==> src/rtl/timer_pkg.sv <==
// Shared definitions for the serial-triggered timer: default sizing, the
// one-hot state indices of the control FSM and the delay field type.
package timer_pkg;

   localparam int DELAY_W_DEF         = 4;
   localparam int CYCLES_PER_UNIT_DEF = 1000;

   // Bit positions in the control FSM's one-hot state vector
   localparam int S     = 0;
   localparam int S1    = 1;
   localparam int S11   = 2;
   localparam int S110  = 3;
   localparam int B0    = 4;
   localparam int B1    = 5;
   localparam int B2    = 6;
   localparam int B3    = 7;
   localparam int Count = 8;
   localparam int Wait  = 9;

   typedef logic [DELAY_W_DEF-1:0] delay_t;

endpackage

==> src/rtl/timer_prescaler.sv <==
// Divides the clock into delay units: counts CYCLES_PER_UNIT enabled cycles
// and flags the last cycle of each unit. A cycle without enable discards progress.
module timer_prescaler
   import timer_pkg::*;
#(
   parameter int CYCLES_PER_UNIT = CYCLES_PER_UNIT_DEF
) (
   input  logic clk,
   input  logic areset,
   input  logic clr,
   input  logic en,
   output logic tick
);

   localparam int CW = $clog2(CYCLES_PER_UNIT);
   localparam logic [CW-1:0] LAST = CW'(CYCLES_PER_UNIT - 1);

   logic [CW-1:0] cyc_q;
   logic          last_s;

   assign last_s = (cyc_q == LAST);
   assign tick   = en & ~clr & last_s;

   // Cycle-within-unit counter; wraps at the end of each unit, clears when idle
   always_ff @(posedge clk or posedge areset) begin
      if (areset) begin
         cyc_q <= '0;
      end else if (clr || !en) begin
         cyc_q <= '0;
      end else if (last_s) begin
         cyc_q <= '0;
      end else begin
         cyc_q <= cyc_q + CW'(1);
      end
   end

endmodule

==> src/rtl/timer_delay_datapath.sv <==
// Datapath of the serial-triggered timer: serial delay capture, unit-based
// countdown and the same-cycle done flag fed back to the control FSM.
module timer_delay_datapath
   import timer_pkg::*;
#(
   parameter int DELAY_W         = DELAY_W_DEF,
   parameter int CYCLES_PER_UNIT = CYCLES_PER_UNIT_DEF
) (
   input  logic               clk,
   input  logic               areset,
   input  logic               data,
   input  logic               shift_ena,
   input  logic               counting,
   output logic [DELAY_W-1:0] count,
   output logic               done_counting,
   output logic               overlap_err
);

   logic [DELAY_W-1:0] delay_q;
   logic               err_q;
   logic               cnt_en_s;
   logic               tick_s;

   // Shift has priority over counting, so the prescaler only runs without a shift
   assign cnt_en_s = counting & ~shift_ena;

   timer_prescaler #(
      .CYCLES_PER_UNIT(CYCLES_PER_UNIT)
   ) u_prescaler (
      .clk   (clk),
      .areset(areset),
      .clr   (shift_ena),
      .en    (cnt_en_s),
      .tick  (tick_s)
   );

   // Delay register: serial load MSB first, otherwise decrement per unit, floored at zero
   always_ff @(posedge clk or posedge areset) begin
      if (areset) begin
         delay_q <= '0;
      end else if (shift_ena) begin
         delay_q <= {delay_q[DELAY_W-2:0], data};
      end else if (tick_s && (delay_q != '0)) begin
         delay_q <= delay_q - DELAY_W'(1);
      end else begin
         delay_q <= delay_q;
      end
   end

   // Sticky record of the FSM asserting shift and count together
   always_ff @(posedge clk or posedge areset) begin
      if (areset) begin
         err_q <= 1'b0;
      end else if (shift_ena && counting) begin
         err_q <= 1'b1;
      end else begin
         err_q <= err_q;
      end
   end

   assign count         = delay_q;
   assign done_counting = tick_s & (delay_q == '0);
   assign overlap_err   = err_q;

endmodule

==> config.mk <==
export PLATFORM = sky130hd
export DESIGN_NAME = timer_delay_datapath
export DESIGN_NICKNAME = d
export VERILOG_FILES = /design/src/rtl/timer_pkg.sv /design/src/rtl/timer_prescaler.sv /design/src/rtl/timer_delay_datapath.sv
export SDC_FILE = /design/constraint.sdc
export NUM_CORES = 1
export LEC_CHECK = 0
export ABC_CLOCK_PERIOD_IN_PS = 5300
export BUFFER_PORTS_ARGS = -buffer_cell sky130_fd_sc_hd__buf_2
export CORE_UTILIZATION = 45
export CTS_CLUSTER_DIAMETER = 30
export CTS_CLUSTER_SIZE = 30
export DETAILED_ROUTE_END_ITERATION = 12
export GPL_TIMING_DRIVEN = 0
export PLACE_DENSITY = 0.64
export SLEW_MARGIN = 20
export SYNTH_ARGS = -nofsm -noshare
export SYNTH_HDL_FRONTEND = slang
export SYNTH_SLANG_ARGS = --single-unit
export TNS_END_PERCENT = 10
==> constraint.sdc <==
create_clock -name clk -period 5.3 [get_ports clk]
set_input_delay 0.265 -clock clk [delete_from_list [all_inputs] [get_ports clk]]
set_output_delay 0.265 -clock clk [all_outputs]
set_load 0.02 [all_outputs]
# Word level (Yosys, flattened, before mapping)
# Index checks and enable logic that the tools add are counted.
# totals
reg_bits	15
out_inout_bits	6
word_cells	22
# op_classes
n_addsub	2
eq_ne	1
muxes	4
n_bitwise	5
reduce_logical	7
# ops
cell	n
two-way mux 10 bit	2
adder 10 x 1 -> 10 bit (second input constant)	1
== test 10 bit (second input constant)	1
two-way mux 4 bit	2
bitwise AND 1 bit	4
logical NOT 4 bit	1
nonzero test 4 bit	1
subtractor 4 x 1 -> 4 bit (second input constant)	1
logical AND 1 bit	2
nonzero test 2 bit	1
logical NOT 1 bit	1
logical OR 1 bit	1
NOT 1 bit	1

# Depth between registers and ports, before layout
# Gate-level depths: netlist of the first run.
# logic_depth
word_depth	7
mapped_depth	6
ltp_nobuf	6

# Modules after synthesis
# Synthesis of the first run repeated with hierarchy kept, for this count alone.
# unflattened
hier_cells	89
area_unflattened_um2	843.3
# modules_own_cells
mod	instances	cells_per_inst	area_each_um2
timer_prescaler	1	57	530.5
timer_delay_datapath	1	32	312.8

# Least setup slack after synthesis of the first run
# OpenSTA, ideal clock, no wires.
# synth_timing
kind	register to output
startpoint	register delay_q[0], in the netlist count[0]
endpoint	output done_counting
t_arrival_ps	1720
slack_ps	3315
path_stages_with_launch	5
n_path_buf	0
path_cell_list	dfrtp_1 > inv_1 > ha_1 > or3b_4 > nor3b_1
# synth_via
elab_chain_len	2
# synth_lines
element	line	rtl
start: declaration	timer_delay_datapath.sv:19	logic [DELAY_W-1:0] delay_q;
start signal: assignment	timer_delay_datapath.sv:42	delay_q <= {delay_q[DELAY_W-2:0], data};
start signal: assignment	timer_delay_datapath.sv:44	delay_q <= delay_q - DELAY_W'(1);
start signal: assignment	timer_delay_datapath.sv:46	delay_q <= delay_q;
logical NOT 4 bit	timer_delay_datapath.sv:62	assign done_counting = tick_s & (delay_q == '0);
bitwise AND 1 bit	timer_delay_datapath.sv:62	
end: declaration	timer_delay_datapath.sv:15	output logic done_counting,
# No other way between the ends.

# Worst setup path after layout of the first run
# Ends and elaborated chain as after synthesis.

==> results of run 1 <==
[cell type report]
| class | count | area, um^2 |
|---|---|---|
| plain buffers | 2 | 8.758 |
| clock buffers | 4 | 26.28 |
| flip-flops and latches | 15 | 375.4 |
| multi-input cells | 53 | 389.1 |
| repair buffers | 9 | 45.04 |
| well taps | 16 | 20.02 |
| fillers | 147 | 689.4 |
| inverters | 6 | 22.52 |
[layer usage]
metal,GRT usage [%],routed length (um)
met1,26.32,725
met2,22.35,561
met3,2.449,48
met4,9.091,30
met5,0,0
[Yosys cell counts (all sizes together) (2+ instances only)]
library cell / instances
nand3: 3
nand2: 4
nor4: 2
nor2: 12
a221o: 2
a221oi: 2
ha: 2
xor2: 2
a311oi: 4
inv: 6
nor3: 4
dfrtp: 15
xnor2: 6
[critical path: cells and delay by family, from the launching register on]
| family | cells | cell delay (ns) |
|---|---|---|
| flops | 1 | 0.42 |
| simple gates | 2 | 0.60 |
| fa+ha+maj | 1 | 0.19 |
| buf+inv | 2 | 0.33 |
[flip-flops by register name, indices dropped and copies added, names as in the netlist]
signal             count
u_prescaler.cyc_q     10
count                  4
overlap_err            1
[power groups by stage]
stage	clock (W)	sequential [W]	combinational, W
after detailed placement	0	0.000126	0.0000295
after global placement	0	0.000126	0.0000292
after CTS	0.0000704	0.000124	0.0000296
after global routing	0.0000727	0.000125	0.0000326
final	0.0000675	0.000124	0.0000292
after floorplan	0	0.000130	0.0000168
[metrics by stage]
stage	instance area, um^2	setup WS, ns	total power (W)	utilization (%)	hold slack, ns
global placement	860.8	3.454	0.0001554	54.60	0.3482
CTS	887.1	3.187	0.0002240	56.27	0.03844
detailed placement	860.8	3.446	0.0001559	54.60	0.3526
global route	887.1	3.030	0.0002304	56.27	0.07150
finish	887.1	3.209	0.0002207	56.27	0.01002
floorplan	795.8	3.315	0.0001466	-	0.1665
[worst max path at each step]
| stage | slack (ns) | from | end | depth (start not counted) |
|---|---|---|---|---|
| floorplan | 3.32 | count[0] | done_counting | 4 |
| CTS | 3.19 | u_prescaler.cyc_q[0] | done_counting | 5 |
| finish | 3.21 | count[0] | done_counting | 5 |
| detailed placement | 3.45 | count[0] | count[0] | 6 |
| global placement | 3.45 | count[0] | count[0] | 6 |
| global route | 3.03 | u_prescaler.cyc_q[0] | done_counting | 5 |
[kinds of logic (layout without fill, tap and decap cells)]
| family | Yosys count | after routing | share of synthesized area (%) |
|---|---|---|---|
| simple gates | 34 | 34 | 26.10 |
| flops | 15 | 15 | 47.17 |
| compound gates | 9 | 9 | 10.85 |
| xor+xnor | 8 | 8 | 8.805 |
| buf+inv | 8 | 21 | 3.930 |
| fa+ha+maj | 2 | 2 | 3.144 |
==> flow_summary.toml, run 1 <==
[worst_setup_path]
end_kind = "output port"
cp.required_ns = 5.04
startpoint_type = "register"
rrSetupSlack_ns = 3.43
path_class = "register to output port"
arrival_ns = 1.83
r2r-end = "count[0]"
crit_chain = "inv_1 -> ha_1 -> or3b_4 -> nor3b_1 -> buf_2"
cp_slowest_stage_delay_ns = 0.42
worst_path_max_delay_cell = "dfrtp_1"
r2r-start = "count[0]"
crit_fanout = 4
r2r.worst_path.cells = 6

[logic_synthesis]
avgSynthCellArea_um2 = 10.47
synth_edf_count = 0
yosys.cell_types.count = 27
synth-seq-cells = 15
synth_cells = 76
synth_top_cell_area_share_pct = 47.17
ys_seq_area_share_pct = 47.17
syn_area_um2 = 795.8
async_flop_share_pct = 100.0
synth_top_cell_by_area = "dfrtp_1"
synth_area_leaders = "dfrtp_1 (47%), xnor2_1 (6.6%), nor2_1 (5.7%)"
synthFlopType = "dfrtp_1"
synth_warnings = 0
synth_fp_nets = 83

[timing]
skew_ns = 0.007353
rsz0062_at_grt = "no"
post-route-period-util_pct = 39.46
tightest_slew_ns = 0.5639
maxSlewHeadroom_pct = 62.36
max_freq_ghz = 0.4782
fin_crit_ns = 2.091
finalSetupViolations = 0
drv_slew = 0
hold_viol = 0
fin_setup_tns_ns = 0

[clock_tree]
insertion_delay_ns = 0.29
ctsResizeCount = 0
cts_setup_buffers = 0
htree_levels = 1
path_clk_slew_ns = 0.10
cts.sinks = 15
cts_tree = "built"
cts_hold_buffers = 0
root_buffer = "clkbuf_4"
numCtsBuffers = 3
cts.path.max_buffers = 2

[flow_run]
maxCapViolations = 0

[pwr]
p_clk_share_pct = 30.6
p_per_area_nw_per_um2 = 248.8
intPower_w = 0.0001597
pwr-share-seq_pct = 56.2
switching_power_w = 0.00006103
combPwrFrac_pct = 13.2
power.leakage_nw = 0.3766
swShare_pct = 27.65
peakVddDrop_uv = 172.2

[placement]
routabilityCongestion = 0.6938
placed_cells = 101
place_hpwl_um = 1008
place.port_buffers = 9

[final_layout]
layout_commonest_cell = "dfrtp_1"
final_cell_mix = "dfrtp_1 (15), nor2_1 (12), buf_2 (10)"
syn_to_final_growth_pct = 11.48
drive_above_1_share_pct = 22.47
fin_cells = 105
antenna_cells = 0
final_nets = 97

[global_route]
grt_usage_pct = 16.91
grt_pass1_wl_um = 2380
grt_max_degree = 16
antenna_found_initial = 0
grt_pass1_vias = 546
grt-ovfl-total = 0

[routing]
wirelength_um = 1365
drc = 0
drtIter0Drc = 16
vias = 581
firstDrtPassIters = 4
wl_per_cell_um = 13.00
drt.antenna.violating_nets = 0
vias_per_cell = 5.533

[floorplanning]
die_x_um = 44.05
ios = 11
core.rowCount = 14
dieArea_um2 = 1940
dieHeight_um = 44.05
core_um2 = 1577
initial_core_util_pct = 50.48

[run_status]
status = "finished clean"

[min_path]
hold_class = "primary input to asynchronous set/reset pin"
(Power assumes the default switching activity.)
==> run 2, diff against run 1 <==
- ABC_AREA: not set -> 1
- ABC_CLOCK_PERIOD_IN_PS: 5300 -> 1850
- PLACE_DENSITY: 0.64 -> 0.66
- clock period: 5.3 -> 1.85 ns (I/O delays scaled with it)
==> run 2 against run 1 <==
Sequential share of layout area fell by 1.8 points. Clock-buffer cell count did not move. Sequential power rose to 3.0 times the previous value. Routed wire length rose by 8.6%. Global-route usage rose by 2.0 points. Clock skew fell by 0.0016 ns. Synthesized area rose by 1.7%.
==> flow_summary.toml, run 2 <==
[final_layout]
final_nets = 132
layout_commonest_cell = "nand2_1"
final_cell_mix = "nand2_1 (29), nor2_1 (18), dfrtp_1 (15)"
fin_cells = 148
n_fill_cell = 162
largest_reg_flops = 10
antenna_cells = 0
syn_to_final_growth_pct = 14.37
seq_area_um2 = 375.4
finish.instance_area_um2 = 925.9
drive_above_1_share_pct = 17.74
max_flop_register = "u_prescaler.cyc_q"
multi_input_area_um2 = 374.1

[worst_setup_path]
worst_path_max_delay_cell = "dfrtp_1"
r2r.worst_path.cells = 9
rrSetupSlack_ns = 0.42
end_kind = "output port"
r2r-start = "count[0]"
path_class = "register to output port"
crit_top_cell = "inv_1"
crit_chain = "inv_1 -> ha_1 -> inv_1 -> nor2_1 -> nand2_1 -> nor3_1 -> buf_2"
cp_slowest_stage_delay_ns = 0.42
r2r-end = "count[0]"
cp.required_ns = 1.76
arrival_ns = 1.60
crit_fanout = 5
startpoint_type = "register"

[clock_tree]
cts.sinks = 15
numCtsBuffers = 3
ctsResizeCount = 0
cts_setup_buffers = 0
htree_levels = 1
cts_hold_buffers = 1
cts_tree = "built"
root_buffer = "clkbuf_4"
path_clk_slew_ns = 0.09
cts.path.max_buffers = 2
insertion_delay_ns = 0.28

[timing]
post-route-period-util_pct = 91.66
rsz0062_at_grt = "no"
setup_ws_ns = 0.1543
tightest_slew_ns = 0.5791
maxSlewHeadroom_pct = 61.35
max_freq_ghz = 0.5897
hold_viol = 0
skew_ns = 0.005715
fin_crit_ns = 1.696
finalSetupViolations = 0
fin_setup_tns_ns = 0
drv_slew = 0

[routing]
wl_per_cell_um = 10.02
firstDrtPassIters = 4
wirelength_um = 1483
vias_per_cell = 4.736
drtIter0Drc = 8
drc = 0
vias = 701
drt.antenna.violating_nets = 0

[logic_synthesis]
syn_area_um2 = 809.5
synth_top_cell_area_share_pct = 46.37
ys_seq_area_share_pct = 46.37
synth_edf_count = 0
synth_warnings = 0
synthFlopType = "dfrtp_1"
synth-seq-cells = 15
yosys.cell_types.count = 17
synth_top_cell_by_area = "dfrtp_1"
synth_most_common_cell = "nand2_1"
synth_common_cells = "nand2_1 (29), nor2_1 (18), dfrtp_1 (15)"
synth_cells = 109
synth_fp_nets = 116
avgSynthCellArea_um2 = 7.427
synth_area_leaders = "dfrtp_1 (46%), nand2_1 (13%), nor2_1 (8.3%)"
async_flop_share_pct = 100.0

[global_route]
met3_usage_pct = 3.673
use_met2_pct = 30.29
grt_pass1_vias = 658
antenna_found_initial = 0
grt-ovfl-total = 0
grt_usage_pct = 18.87
grt_max_degree = 16
grt_pass1_wl_um = 2670
use_met1_pct = 24.41
grt.busiest_layer = "met2"

[placement]
routabilityCongestion = 0.7779
placed_cells = 143
place.port_buffers = 10
post-place-ws_ns = 0.4364
place_area_um2 = 889.6
place_hpwl_um = 1137

[min_path]
hold_class = "primary input to register"
min_to = "overlap_err"
hold_start = "counting"
holdPathStages = 3

[run_status]
status = "finished clean"

[floorplanning]
die_x_um = 44.42
core.rowCount = 14
core_um2 = 1594
dieArea_um2 = 1973
dieHeight_um = 44.42
ios = 11
initial_core_util_pct = 50.78

[pwr]
combPwrFrac_pct = 19.8
p_clk_share_pct = 27.3
peakVddDrop_uv = 425.4
power.leakage_nw = 0.4486
switching_power_w = 0.0002177
p_per_area_nw_per_um2 = 751.7
intPower_w = 0.0004783
pwr-share-seq_pct = 52.9
swShare_pct = 31.28

[flow_run]
maxCapViolations = 0
==> run 2: how the worst max path moves through the flow <==
stage | from | end | slack (ns) | depth (start not counted)
final | count[0] | done_counting | 0.15 | 7
after global routing | count[1] | done_counting | 0.03 | 7
after CTS | count[0] | done_counting | 0.14 | 7
after detailed placement | count[0] | count[3] | 0.44 | 9
after global placement | count[0] | count[0] | 0.43 | 9
after floorplan | count[0] | done_counting | 0.30 | 6
==> run 2: final cells by class <==
class	count	area share (%)
multi-input combinational	78	40.41
tap	24	3.243
timing repair buffer	11	6.486
sequential	15	40.54
clock buffer	4	2.838
inverter	16	6.486
==> run 2: logic make-up after synthesis <==
| kind of cell | count (synthesis) | share of synthesized area (%) |
|---|---|---|
| simple gates | 66 | 36.17 |
| xor+xnor | 1 | 1.082 |
| fa+ha+maj | 2 | 3.091 |
| buf+inv | 16 | 7.419 |
| flops | 15 | 46.37 |
| compound gates | 9 | 5.874 |
==> run 2: routing by layer <==
metal | wire length (um) | share of wire, %
met5 | 0 | 0
met3 | 36 | 2.4
met4 | 10 | 0.67
met2 | 729 | 49
met1 | 706 | 48
==> run 2: power by group through the flow <==
stage                     Sequential [W]  Combinational [W]  Clock, W
after floorplan                 0.000392          0.0000779         0
after global placement          0.000373           0.000135         0
after detailed placement        0.000375           0.000138         0
after CTS                       0.000368           0.000140  0.000198
after global routing            0.000372           0.000161  0.000212
final                           0.000368           0.000138  0.000190
==> run 2: worst max-delay path, delay by kind of cell (launching register included) <==
kind / cells / cell delay, ns
fa+ha+maj: 1 / 0.17
buf+inv: 3 / 0.33
flops: 1 / 0.42
simple gates: 3 / 0.39
==> run 2: stage by stage <==
stage | hold WS, ns | power [W] | utilization (%)
2_1_floorplan | -0.006021 | 0.0004697 | -
3_3_place_gp | 0.1804 | 0.0005079 | 55.81
3_5_place_dp | 0.1867 | 0.0005123 | 55.81
4_1_cts | 0.08349 | 0.0007065 | 58.08
5_1_grt | 0.09224 | 0.0007452 | 58.08
6_report | 0.08716 | 0.0006960 | 58.08
